`src/rtl/uart_frame_responder.sv`:
```
// uart_frame_responder: parses SOF/LEN/payload/CHK frames from the RX FIFO
// and answers through the TX FIFO with an echo (ACK) frame or a NAK frame.
// Each FIFO port is accessed at most once every two cycles. This gives the
// FIFO flags time to update after a pop or push.
module uart_frame_responder #(
  parameter int MAX_LEN     = 16,
  parameter int TIMEOUT_CYC = 21700
) (
  input  logic       clk,
  input  logic       reset,
  input  logic [7:0] r_data,
  input  logic       rx_fifo_empty,
  output logic       rd_uart,
  input  logic       tx_fifo_full,
  output logic       wr_uart,
  output logic [7:0] w_data,
  output logic       frame_ok,
  output logic       frame_err,
  output logic       busy
);

  localparam int              IW        = (MAX_LEN > 1) ? $clog2(MAX_LEN) : 1;
  localparam int              CW        = $clog2(TIMEOUT_CYC + 1);
  localparam logic [7:0]      MAX_LEN_B = 8'(MAX_LEN);
  localparam logic [CW-1:0]   TMO       = CW'(TIMEOUT_CYC);
  localparam logic [7:0]      SOF       = 8'hA5;
  localparam logic [7:0]      RSP       = 8'h5A;

  typedef enum logic [3:0] {
    HUNT, LEN, PAYLOAD, CHK, CHECK,
    RESP_HDR, RESP_LEN, RESP_PAY, RESP_CHK,
    NAK_HDR, NAK_LEN, NAK_CHK
  } state_t;

  state_t          state, state_n;
  logic            gap;        // a FIFO access happened last cycle
  logic [CW-1:0]   tmo_cnt;
  logic [7:0]      len_q;
  logic [7:0]      idx;
  logic [7:0]      xor_q;
  logic [7:0]      chk_q;
  logic            err_len_q;
  logic [7:0]      pay_mem [MAX_LEN];

  logic            in_rx;
  logic            timeout;
  logic            rx_ok;
  logic            tx_ok;
  logic            len_bad;
  logic            last_idx;
  logic            chk_bad;
  logic [IW-1:0]   pidx;

  assign pidx     = idx[IW-1:0];
  assign in_rx    = (state == LEN) || (state == PAYLOAD) || (state == CHK);
  assign timeout  = in_rx && (tmo_cnt == TMO);
  assign rx_ok    = !rx_fifo_empty && !gap;
  assign tx_ok    = !tx_fifo_full && !gap;
  assign len_bad  = (r_data == 8'h00) || (r_data > MAX_LEN_B);
  assign last_idx = (idx == (len_q - 8'd1));
  assign chk_bad  = (chk_q != xor_q);

  // Next-state decode plus FIFO strobes, response byte and status pulses.
  always_comb begin
    state_n   = state;
    rd_uart   = 1'b0;
    wr_uart   = 1'b0;
    w_data    = 8'h00;
    frame_ok  = 1'b0;
    frame_err = err_len_q || timeout || ((state == CHECK) && chk_bad);
    busy      = (state != HUNT);
    case (state)
      HUNT: begin
        if (rx_ok) begin
          rd_uart = 1'b1;
          if (r_data == SOF) state_n = LEN;
        end
      end
      LEN: begin
        if (timeout) begin
          state_n = HUNT;
        end else if (rx_ok) begin
          rd_uart = 1'b1;
          state_n = len_bad ? NAK_HDR : PAYLOAD;
        end
      end
      PAYLOAD: begin
        if (timeout) begin
          state_n = HUNT;
        end else if (rx_ok) begin
          rd_uart = 1'b1;
          if (last_idx) state_n = CHK;
        end
      end
      CHK: begin
        if (timeout) begin
          state_n = HUNT;
        end else if (rx_ok) begin
          rd_uart = 1'b1;
          state_n = CHECK;
        end
      end
      CHECK: state_n = chk_bad ? NAK_HDR : RESP_HDR;
      RESP_HDR: begin
        w_data = RSP;
        if (tx_ok) begin
          wr_uart = 1'b1;
          state_n = RESP_LEN;
        end
      end
      RESP_LEN: begin
        w_data = len_q;
        if (tx_ok) begin
          wr_uart = 1'b1;
          state_n = RESP_PAY;
        end
      end
      RESP_PAY: begin
        w_data = pay_mem[pidx];
        if (tx_ok) begin
          wr_uart = 1'b1;
          if (last_idx) state_n = RESP_CHK;
        end
      end
      RESP_CHK: begin
        w_data = xor_q;
        if (tx_ok) begin
          wr_uart  = 1'b1;
          frame_ok = 1'b1;
          state_n  = HUNT;
        end
      end
      NAK_HDR: begin
        w_data = RSP;
        if (tx_ok) begin
          wr_uart = 1'b1;
          state_n = NAK_LEN;
        end
      end
      NAK_LEN: begin
        if (tx_ok) begin
          wr_uart = 1'b1;
          state_n = NAK_CHK;
        end
      end
      NAK_CHK: begin
        if (tx_ok) begin
          wr_uart = 1'b1;
          state_n = HUNT;
        end
      end
      default: state_n = HUNT;
    endcase
  end

  // State register; reset releases into HUNT.
  always_ff @(posedge clk or negedge reset) begin
    if (!reset) state <= HUNT;
    else        state <= state_n;
  end

  // Frame bookkeeping: access spacing, idle timeout, LEN/index/XOR tracking.
  // gap resets high so no pop can fire while reset is held.
  always_ff @(posedge clk or negedge reset) begin
    if (!reset) begin
      gap       <= 1'b1;
      tmo_cnt   <= '0;
      len_q     <= 8'h00;
      idx       <= 8'h00;
      xor_q     <= 8'h00;
      chk_q     <= 8'h00;
      err_len_q <= 1'b0;
    end else begin
      gap       <= rd_uart || wr_uart;
      err_len_q <= (state == LEN) && rd_uart && len_bad;
      if (!in_rx || rd_uart || timeout) tmo_cnt <= '0;
      else                              tmo_cnt <= tmo_cnt + CW'(1);
      if (state == LEN && rd_uart && !len_bad) begin
        len_q <= r_data;
        xor_q <= r_data;
        idx   <= 8'h00;
      end
      if (state == PAYLOAD && rd_uart) begin
        xor_q <= xor_q ^ r_data;
        idx   <= idx + 8'd1;
      end
      if (state == CHK && rd_uart) chk_q <= r_data;
      if (state == RESP_LEN && wr_uart) idx <= 8'h00;
      if (state == RESP_PAY && wr_uart) idx <= idx + 8'd1;
    end
  end

  // Payload buffer; contents are only meaningful within the current frame.
  always_ff @(posedge clk) begin
    if (state == PAYLOAD && rd_uart) pay_mem[pidx] <= r_data;
  end

endmodule

```
`config.mk`:
```
export PLATFORM = sky130hd
export DESIGN_NAME = uart_frame_responder
export DESIGN_NICKNAME = d
export VERILOG_FILES = /design/src/rtl/uart_frame_responder.sv
export SDC_FILE = /design/constraint.sdc
export NUM_CORES = 1
export LEC_CHECK = 0
export ABC_AREA = 1
export CORE_AREA = 5 5 133 135
export CTS_CLUSTER_DIAMETER = 150
export DETAILED_ROUTE_END_ITERATION = 10
export DIE_AREA = 0 0 138 140
export GPL_ROUTABILITY_DRIVEN = 0
export PLACE_DENSITY = 0.76
export SLEW_MARGIN = 20
export SYNTH_ARGS = -nofsm -noshare
export SYNTH_HDL_FRONTEND = slang
export SYNTH_SLANG_ARGS = --single-unit
```
`constraint.sdc`:
```
create_clock -name clk -period 2.3 [get_ports clk]
set_input_delay 0.69 -clock clk [delete_from_list [all_inputs] [get_ports clk]]
set_output_delay 0.69 -clock clk [all_outputs]
set_load 0.05 [all_outputs]
```
---- Yosys cells after proc, flatten, opt, wreduce, memory -nomap -nowiden ----
Memory sizes are Yosys's and may differ from the RTL's.
Cells that the tools add are included.
W data, S select, Z words.
storage, ports and cells
  register bits ........................... 53
  bits in writable memories ............... 128
  input bits .............................. 12
  output and inout bits ................... 13
  logic and storage cells ................. 111
  memories ................................ 1
memory list
  name     words  bits a word  read ports  clocked after memory_dff  write ports  RTL line  source
  pay_mem  16     8            1           0                         1            43        logic [7:0] pay_mem [MAX_LEN];
cells by class
  $add $sub $neg .......................... 3
  $lt $le $gt $ge ......................... 1
  eq/ne operators ......................... 28
  multiplexer cells ....................... 35
  bitwise logic cells ..................... 1
  reduce and logical (&&, ||, !) cells .... 34
operators with widths
  kind                     number
  $mux W4                  18
  $mux W8                  6
  $pmux W4 S11             1
  $pmux W8 S4              1
  $eq A4 B3 Y1 const B     4
  $eq A4 B4 Y1 const B     4
  $ne A2 B2 Y1 const B     8
  $add A15 B1 Y15 const B  1
  $eq A15 B15 Y1 const B   1
  $mux W15                 1
  $reduce_and A13 Y1       1
  $ne A3 B3 Y1 const B     4
  $logic_and A1 B1 Y1      11
  $add A8 B1 Y8 const B    1
  $eq A4 B2 Y1 const B     2
  $eq A8 B8 Y1             1
  $eq A8 B8 Y1 const B     1
  $gt A8 B5 Y1 const B     1
  $logic_not A8 Y1         1
  $logic_or A1 B1 Y1       8
  $ne A8 B8 Y1             1
  $reduce_bool A4 Y1       2
  $sub A8 B1 Y8 const B    1
  $xor A8 B8 Y8            1
  10 further kinds         21

---- Longest topological paths before layout ----
Gate-level depths: netlist (run 1).
  depth in word-level cells ............... 12
  depth in mapped cells ................... 15
  gate-level depth less buffers ........... 15

---- Least setup slack after synthesis (run 1) ----
No wires, ideal clock.
  path type ............................... register to output
  start ................................... reg idx[1]
  end ..................................... out w_data[3]
  arrival time ............................ 2.338 ns
  slack ................................... -0.728 ns
  cell stages (with the launch flop) ...... 10
  buffers on the path ..................... 2
  cell sequence ........................... dfrtp_1 -> buf_2 -> inv_1 -> clkbuf_1 -> o21ai_0 -> o22ai_1 -> nand2_1 -> nand3_1 -> a21oi_1 -> o21ai_0
between the ends
  cells in the longest elaborated chain, start to end .. 2
ends and longest elaborated chain
  item                    RTL line  source
  from (decl)             39        logic [7:0] idx;
  from (signal assigned)  185       idx <= idx + 8'd1;
  from (signal assigned)  189       if (state == RESP_PAY && wr_uart) idx <= idx + 8'd1;
  $mem_v2 Z16 W8          n/a
  $pmux W8 S4             72        case (state)
  to (decl)               16        output logic [7:0] w_data,
No other way between the ends.

---- Worst setup path in the final report (run 1) ----
  start ................................... reg idx[0]
  end ..................................... out w_data[2]
Same word-level chain as after synthesis.

==> results.json, run 1 <==
{
  "status": "finished with violations",
  "violations": "setup timing",
  "n_antenna_cell": 0,
  "hp-class": "primary input to asynchronous set/reset pin",
  "hold_violations": 0,
  "die_area_sq_um": 19320,
  "reg2regPathDepth": 10,
  "period_minus_slack_ns": 2.888,
  "grt_setup_unrepaired": "true",
  "cts_tree": "yes",
  "grt_pass1_wl_mm": 33.18,
  "syn-num-nets": 880,
  "first_iter_violations": 680,
  "vias_per_cell": 5.653,
  "ant_nets": 0,
  "critPathKind": "register to output port",
  "path_clk_slew_ns": 0.07,
  "grt_max_degree": 38,
  "tightest_slew_ns": 0.5413,
  "slew_violations": 0,
  "cts_buffer_depth": 2,
  "synth_cell_types": 37,
  "cts-htree-levels": 4,
  "max_freq_ghz": 0.3462,
  "worst_setup_path_start_kind": "register",
  "io_buffer_count": 24,
  "route.vias.total": 6846,
  "syn_to_final_growth_pct": 29.29,
  "syn_inst": 861,
  "drc": 0,
  "drive_gt1_share_pct": 27.25,
  "synth_common_cells": "nand2_1, edfxtp_1, nor2_1",
  "fin_tns_setup_ns": -4.531,
  "synth_top_area_share_pct": 45.61,
  "clock_skew_ns": 0.008482,
  "root_buffer": "clkbuf_16",
  "maxSlewHeadroom_pct": 63.67,
  "cp_max_fo": 8,
  "totalPowerFinal_mw": 13.47,
  "die-height_microns": 140,
  "fin_crit_sh_pct": 125.6,
  "cp.required_ns": 1.61,
  "yosysMostFrequentCell": "nand2_1",
  "detail_route.wl_per_cell_microns": 18.32,
  "avgSynthCellArea_sq_um": 9.789,
  "insertion_delay_ns": 0.44,
  "io_pins": 25,
  "power_density_nw_per_um2": 1236,
  "final_util_pct": 66.65,
  "fillers": 1191,
  "nets": 997,
  "cap_viol_max_count": 0,
  "yosys.area.top_type": "edfxtp_1",
  "dominantRegCellSynth": "edfxtp_1",
  "numClockSinks": 181,
  "wirelength_mm": 22.19,
  "synth_edf_count": 128,
  "post-place-ws_ns": -0.3571,
  "std_cell_rows": 47,
  "first_global_vias": 6392,
  "hold_ws_ns": 0.1889,
  "overflow": 0,
  "yosysSeqAreaShare_pct": 61.36,
  "dp_hpwl_mm": 14.35,
  "antenna_found_initial": 0,
  "netlist_top_cells_area": "edfxtp_1, dfrtp_1, nand2_1",
  "firstDrtPassIters": 8,
  "endpoint_kind": "output port",
  "r2r_start": "state[0]",
  "crit_arrival_ns": 2.20,
  "ir_drop_uv": 680.0,
  "worst_slack_ns": -0.5885,
  "rrSetupSlack_ns": 0.17,
  "setup_viol": 10,
  "ys_seq_elements": 181,
  "synthesis.area_sq_um": 8428,
  "cts_buffers": 17,
  "ys_warn_count": 0,
  "synthArstFlopShare_pct": 29.28,
  "start_util_pct": 51.55,
  "coreArea_sq_um": 16350,
  "leakage_nw": 4.321,
  "rr_endpoint": "pay_mem[6][6]",
  "die_w_microns": 138,
  "track_usage_pct": 21.77
}
-- power by group --
part           switching (mW)  total [mW]  internal (mW)
sequential              0.374        4.19           3.81
clock                    1.40        2.87           1.47
combinational            3.79        6.41           2.62
total                    5.57        13.5           7.91
-- per-stage QoR --
step / instances / cell area [sq um]
2_1_floorplan: 861 / 8481
3_3_place_gp: 1159 / 9562
3_5_place_dp: 1159 / 9562
4_1_cts: 1200 / 10470
5_1_grt: 1211 / 10900
6_report: 1211 / 10900
-- registers in the layout, indices dropped and copies added, names as in the netlist --
signal / count
chk_q: 8
err_len_q: 1
gap: 1
idx: 8
len_q: 8
pay_mem: 128
state: 4
tmo_cnt: 15
xor_q: 8
-- how the worst max path moves through the flow --
stage,from,end,slack [ns],depth (start not counted)
floorplan,idx[1],w_data[3],-0.02,9
global placement,rx_fifo_empty,state[2],-0.34,10
detailed placement,rx_fifo_empty,state[3],-0.36,10
CTS,idx[0],w_data[2],-0.54,10
global route,idx[0],w_data[2],-0.64,10
finish,idx[0],w_data[2],-0.59,9
-- worst max-delay path: stages (launching register included) --
cell     delay [ns]
dfrtp_2        0.51
buf_8          0.20
buf_6          0.12
o21ai_1        0.06
o22ai_1        0.26
nand2_1        0.12
nand4_1        0.15
nand2_1        0.08
nand3_2        0.10
buf_8          0.15
-- routing by layer --
| layer | track usage [%] | part of all wire (%) | vias up |
|---|---|---|---|
| met4 | 9.672 | 4.2 | 0 |
| met5 | 0 | 0 | - |
| met1 | 28.45 | 41 | 3294 |
| li1 | - | - | 3211 |
| met3 | 3.988 | 6.1 | 68 |
| met2 | 35.79 | 49 | 273 |
-- cells in the final DEF, fill, tap and decap left out, types with 5 or more instances in the layout --
master | synthesis | final
nor2_2 | 5 | 23
inv_2 | 1 | 9
buf_4 | 5 | 87
nand4_1 | 28 | 28
a21oi_1 | 18 | 15
edfxtp_1 | 128 | 128
xor2_1 | 12 | 12
dfrtp_1 | 52 | 49
nand2_2 | 6 | 8
o22ai_1 | 32 | 13
inv_1 | 60 | 50
o21ai_2 | 0 | 16
buf_12 | 0 | 11
inv_8 | 0 | 7
clkbuf_16 | 0 | 22
o22ai_2 | 0 | 19
xnor2_1 | 9 | 9
buf_6 | 3 | 11
clkdlybuf4s50_1 | 0 | 9
buf_8 | 0 | 5
o21ai_1 | 9 | 28
nand3_2 | 3 | 9
nor2_1 | 128 | 98
nand3_1 | 53 | 47
nor2_4 | 2 | 14
o21ai_0 | 87 | 49
ha_1 | 7 | 6
nand2_1 | 167 | 165
-- cell families (layout without fill, tap and decap cells) --
| family | count (synthesis) | after routing | share of synthesized area [%] |
|---|---|---|---|
| adder cells (fa/ha/maj) | 7 | 7 | 1.039 |
| flip-flops | 181 | 181 | 61.36 |
| AND/OR/NAND/NOR | 407 | 407 | 21.11 |
| buffers and inverters | 96 | 226 | 4.899 |
| AO/OA/AOI/OAI | 149 | 149 | 9.412 |
| XOR/XNOR | 21 | 21 | 2.182 |
-- cell type report --
| type | count | area (sq um) | share of cell area [%] |
|---|---|---|---|
| Inverter | 63 | 249.0 | 2.285 |
| Multi-Input combinational cell | 584 | 3268 | 29.99 |
| Clock inverter | 15 | 171.4 | 1.573 |
| Sequential cell | 181 | 5175 | 47.49 |
| Timing Repair Buffer | 131 | 1333 | 12.23 |
| Tap cell | 220 | 275.3 | 2.526 |
| Clock buffer | 17 | 425.4 | 3.904 |
-- timing repair --
action | CTS | global route
pin swaps | 34 | 36
resized for setup | 70 | 95
cloned | 1 | 5
hold buffers | 0 | 0
setup buffers | 8 | 6
endpoints found under the setup margin | 13 | 13
Power figures use the tool's default switching activity.
==> inputs of run 2 (changes only) <==
--- a/config.mk
+++ b/config.mk
@@ -6,12 +6,12 @@
 export NUM_CORES = 1
 export LEC_CHECK = 0
 export ABC_AREA = 1
-export CORE_AREA = 5 5 133 135
-export CTS_CLUSTER_DIAMETER = 150
+export CORE_AREA = 5 5 130 132
+export CTS_CLUSTER_DIAMETER = 30
 export DETAILED_ROUTE_END_ITERATION = 10
-export DIE_AREA = 0 0 138 140
+export DIE_AREA = 0 0 135 137
 export GPL_ROUTABILITY_DRIVEN = 0
-export PLACE_DENSITY = 0.76
+export PLACE_DENSITY = 0.79
 export SLEW_MARGIN = 20
 export SYNTH_ARGS = -nofsm -noshare
 export SYNTH_HDL_FRONTEND = slang
==> results.json, run 2 (synthesis results as in run 1) <==
{
  "status": "finished with violations",
  "violations": "setup timing",
  "dp_hpwl_mm": 14.31,
  "route.vias.total": 6909,
  "wirelength_mm": 22.71,
  "io_buffer_count": 24,
  "worstPathCellList": "buf_6 -> buf_12 -> o21ai_4 -> o22ai_2 -> nand2_1 -> nand4_1 -> nand2_1 -> nand4_1 -> buf_6",
  "met1_usage_pct": 31.84,
  "io_pins": 25,
  "die-height_microns": 137,
  "track_usage_pct": 24.46,
  "cp_max_fo": 9,
  "insertion_delay_ns": 0.44,
  "first_global_vias": 6413,
  "critPathKind": "register to output port",
  "fillers": 1016,
  "final_util_pct": 68.82,
  "hold_violations": 0,
  "switching_share_pct": 40.80,
  "crit_arrival_ns": 2.15,
  "busiest_layer": "met2",
  "cpMaxStageDelayCell": "dfrtp_2",
  "drc": 0,
  "postLayoutCellArea_sq_um": 10730,
  "ant_nets": 0,
  "max_freq_ghz": 0.3524,
  "worst_slack_ns": -0.5376,
  "cts_tree": "yes",
  "overflow": 0,
  "grt.met3_usage_pct": 4.522,
  "largest_register_ffs": 128,
  "cts_buffer_depth": 2,
  "endpoint_kind": "output port",
  "n_antenna_cell": 0,
  "fin_crit_sh_pct": 123.4,
  "antenna_found_initial": 0,
  "grt_pass1_wl_mm": 34.21,
  "ir_drop_uv": 684.3,
  "hp-class": "primary input to asynchronous set/reset pin",
  "mostFrequentLayoutCells": "nand2_1, edfxtp_1, nor2_1",
  "use_met2_pct": 41.22,
  "vias_per_cell": 5.719,
  "detail_route.wl_per_cell_microns": 18.80,
  "root_buffer": "clkbuf_16",
  "final_common_cell": "nand2_1",
  "power_density_nw_per_um2": 1226,
  "cts_buffers": 17,
  "die_area_sq_um": 18500,
  "tightest_slew_ns": 0.6243,
  "first_iter_violations": 927,
  "placed_cell_area_sq_um": 9552,
  "path_clk_slew_ns": 0.07,
  "setup_viol": 11,
  "slew_violations": 0,
  "grt_max_degree": 54,
  "cp.required_ns": 1.61,
  "nets": 998,
  "firstDrtPassIters": 5,
  "start_util_pct": 54.03,
  "numClockSinks": 181,
  "die_w_microns": 135,
  "worst_setup_path_start_kind": "register",
  "seq_power_share_pct": 31.7,
  "clkPwrFrac_pct": 21.5,
  "grt_setup_unrepaired": "true",
  "coreArea_sq_um": 15600,
  "cap_viol_max_count": 0,
  "std_cell_rows": 46,
  "drive_gt1_share_pct": 24.60,
  "p_int_mw": 7.788,
  "combPwrFrac_pct": 46.8,
  "leakage_nw": 4.259,
  "slowest_delay_ns": 0.48,
  "cts-htree-levels": 4,
  "reg2regPathDepth": 9,
  "largest-register": "pay_mem",
  "totalPowerFinal_mw": 13.16,
  "maxSlewHeadroom_pct": 58.10,
  "power.switching_mw": 5.367,
  "clock_skew_ns": 0.01315,
  "top_regs": "pay_mem (128), tmo_cnt (15)",
  "syn_to_final_growth_pct": 27.36,
  "period_minus_slack_ns": 2.838
}
-- run 2: changes by cell type in the layout (fill, tap and decap cells not counted), moves of 3 or more --
| cell | previous run | this run |
|---|---|---|
| nor2_4 | 14 | 10 |
| buf_6 | 11 | 14 |
| o22ai_2 | 19 | 12 |
| o21ai_2 | 16 | 10 |
| nor2_1 | 98 | 110 |
| inv_8 | 7 | 3 |
| nor2_2 | 23 | 15 |
| o22ai_1 | 13 | 20 |
| o21ai_1 | 28 | 36 |
-- run 2: power by group through the flow --
stage / registers (mW) / logic [mW] / clock network (mW)
3_3_place_gp: 4.19 / 4.79 / 0
2_1_floorplan: 4.10 / 3.18 / 0
4_1_cts: 4.15 / 5.52 / 2.84
3_5_place_dp: 4.20 / 4.89 / 0
6_report: 4.17 / 6.15 / 2.83
5_1_grt: 4.23 / 6.58 / 3.01
-- run 2: final timing paths --
check                                     end      from  slack [ns]
worst min-delay path                 len_q[5]     reset        0.24
worst max-delay path                w_data[1]    idx[0]       -0.54
min in group clk                     chk_q[0]  chk_q[0]        0.50
worst max register to register  pay_mem[5][0]  state[0]        0.12
max in group asynchronous                 gap     reset        1.76
worst min register to register       chk_q[0]  chk_q[0]        0.50
-- run 2: what timing repair did --
| item | CTS | global route |
|---|---|---|
| hold buffers | 0 | 0 |
| cloned | 1 | 4 |
| setup buffers | 11 | 4 |
| resized for setup | 82 | 58 |
| endpoints found under the setup margin | 12 | 13 |
| pin swaps | 19 | 25 |
-- run 2: critical path: cells and delay by family (launching register included) --
| family | cells | cell delay [ns] |
|---|---|---|
| and+or+nand+nor | 4 | 0.47 |
| buffers and inverters | 3 | 0.50 |
| AOI/OAI and AO/OA | 2 | 0.24 |
| DFF | 1 | 0.48 |
-- run 2: through the flow --
stage / hold slack (ns) / setup WS [ns] / cells / TNS [ns]
5_1_grt: 0.2491 / -0.6285 / 1208 / -5.288
4_1_cts: 0.2399 / -0.5164 / 1200 / -4.007
3_5_place_dp: 0.4812 / -0.1490 / 1156 / -13.84
2_1_floorplan: 0.3944 / -0.02083 / 861 / -0.02744
6_report: 0.2368 / -0.5376 / 1208 / -4.363
3_3_place_gp: 0.4768 / -0.1270 / 1156 / -11.42
-- run 2: layout make-up --
cell class / count / area (sq um) / area share, %
multi-input cells: 584 / 3152 / 29.36
clock inverters: 13 / 140.1 / 1.306
repair buffers: 132 / 1318 / 12.27
inverters: 63 / 246.5 / 2.296
well taps: 216 / 270.3 / 2.518
flip-flops and latches: 181 / 5175 / 48.21
clock buffers: 19 / 432.9 / 4.033
-- run 2: metal layers --
metal | part of all wire [%] | up-vias
met5 | 0 | -
met1 | 39 | 3345
met3 | 7.0 | 56
li1 | - | 3212
met4 | 3.1 | 0
met2 | 51 | 296
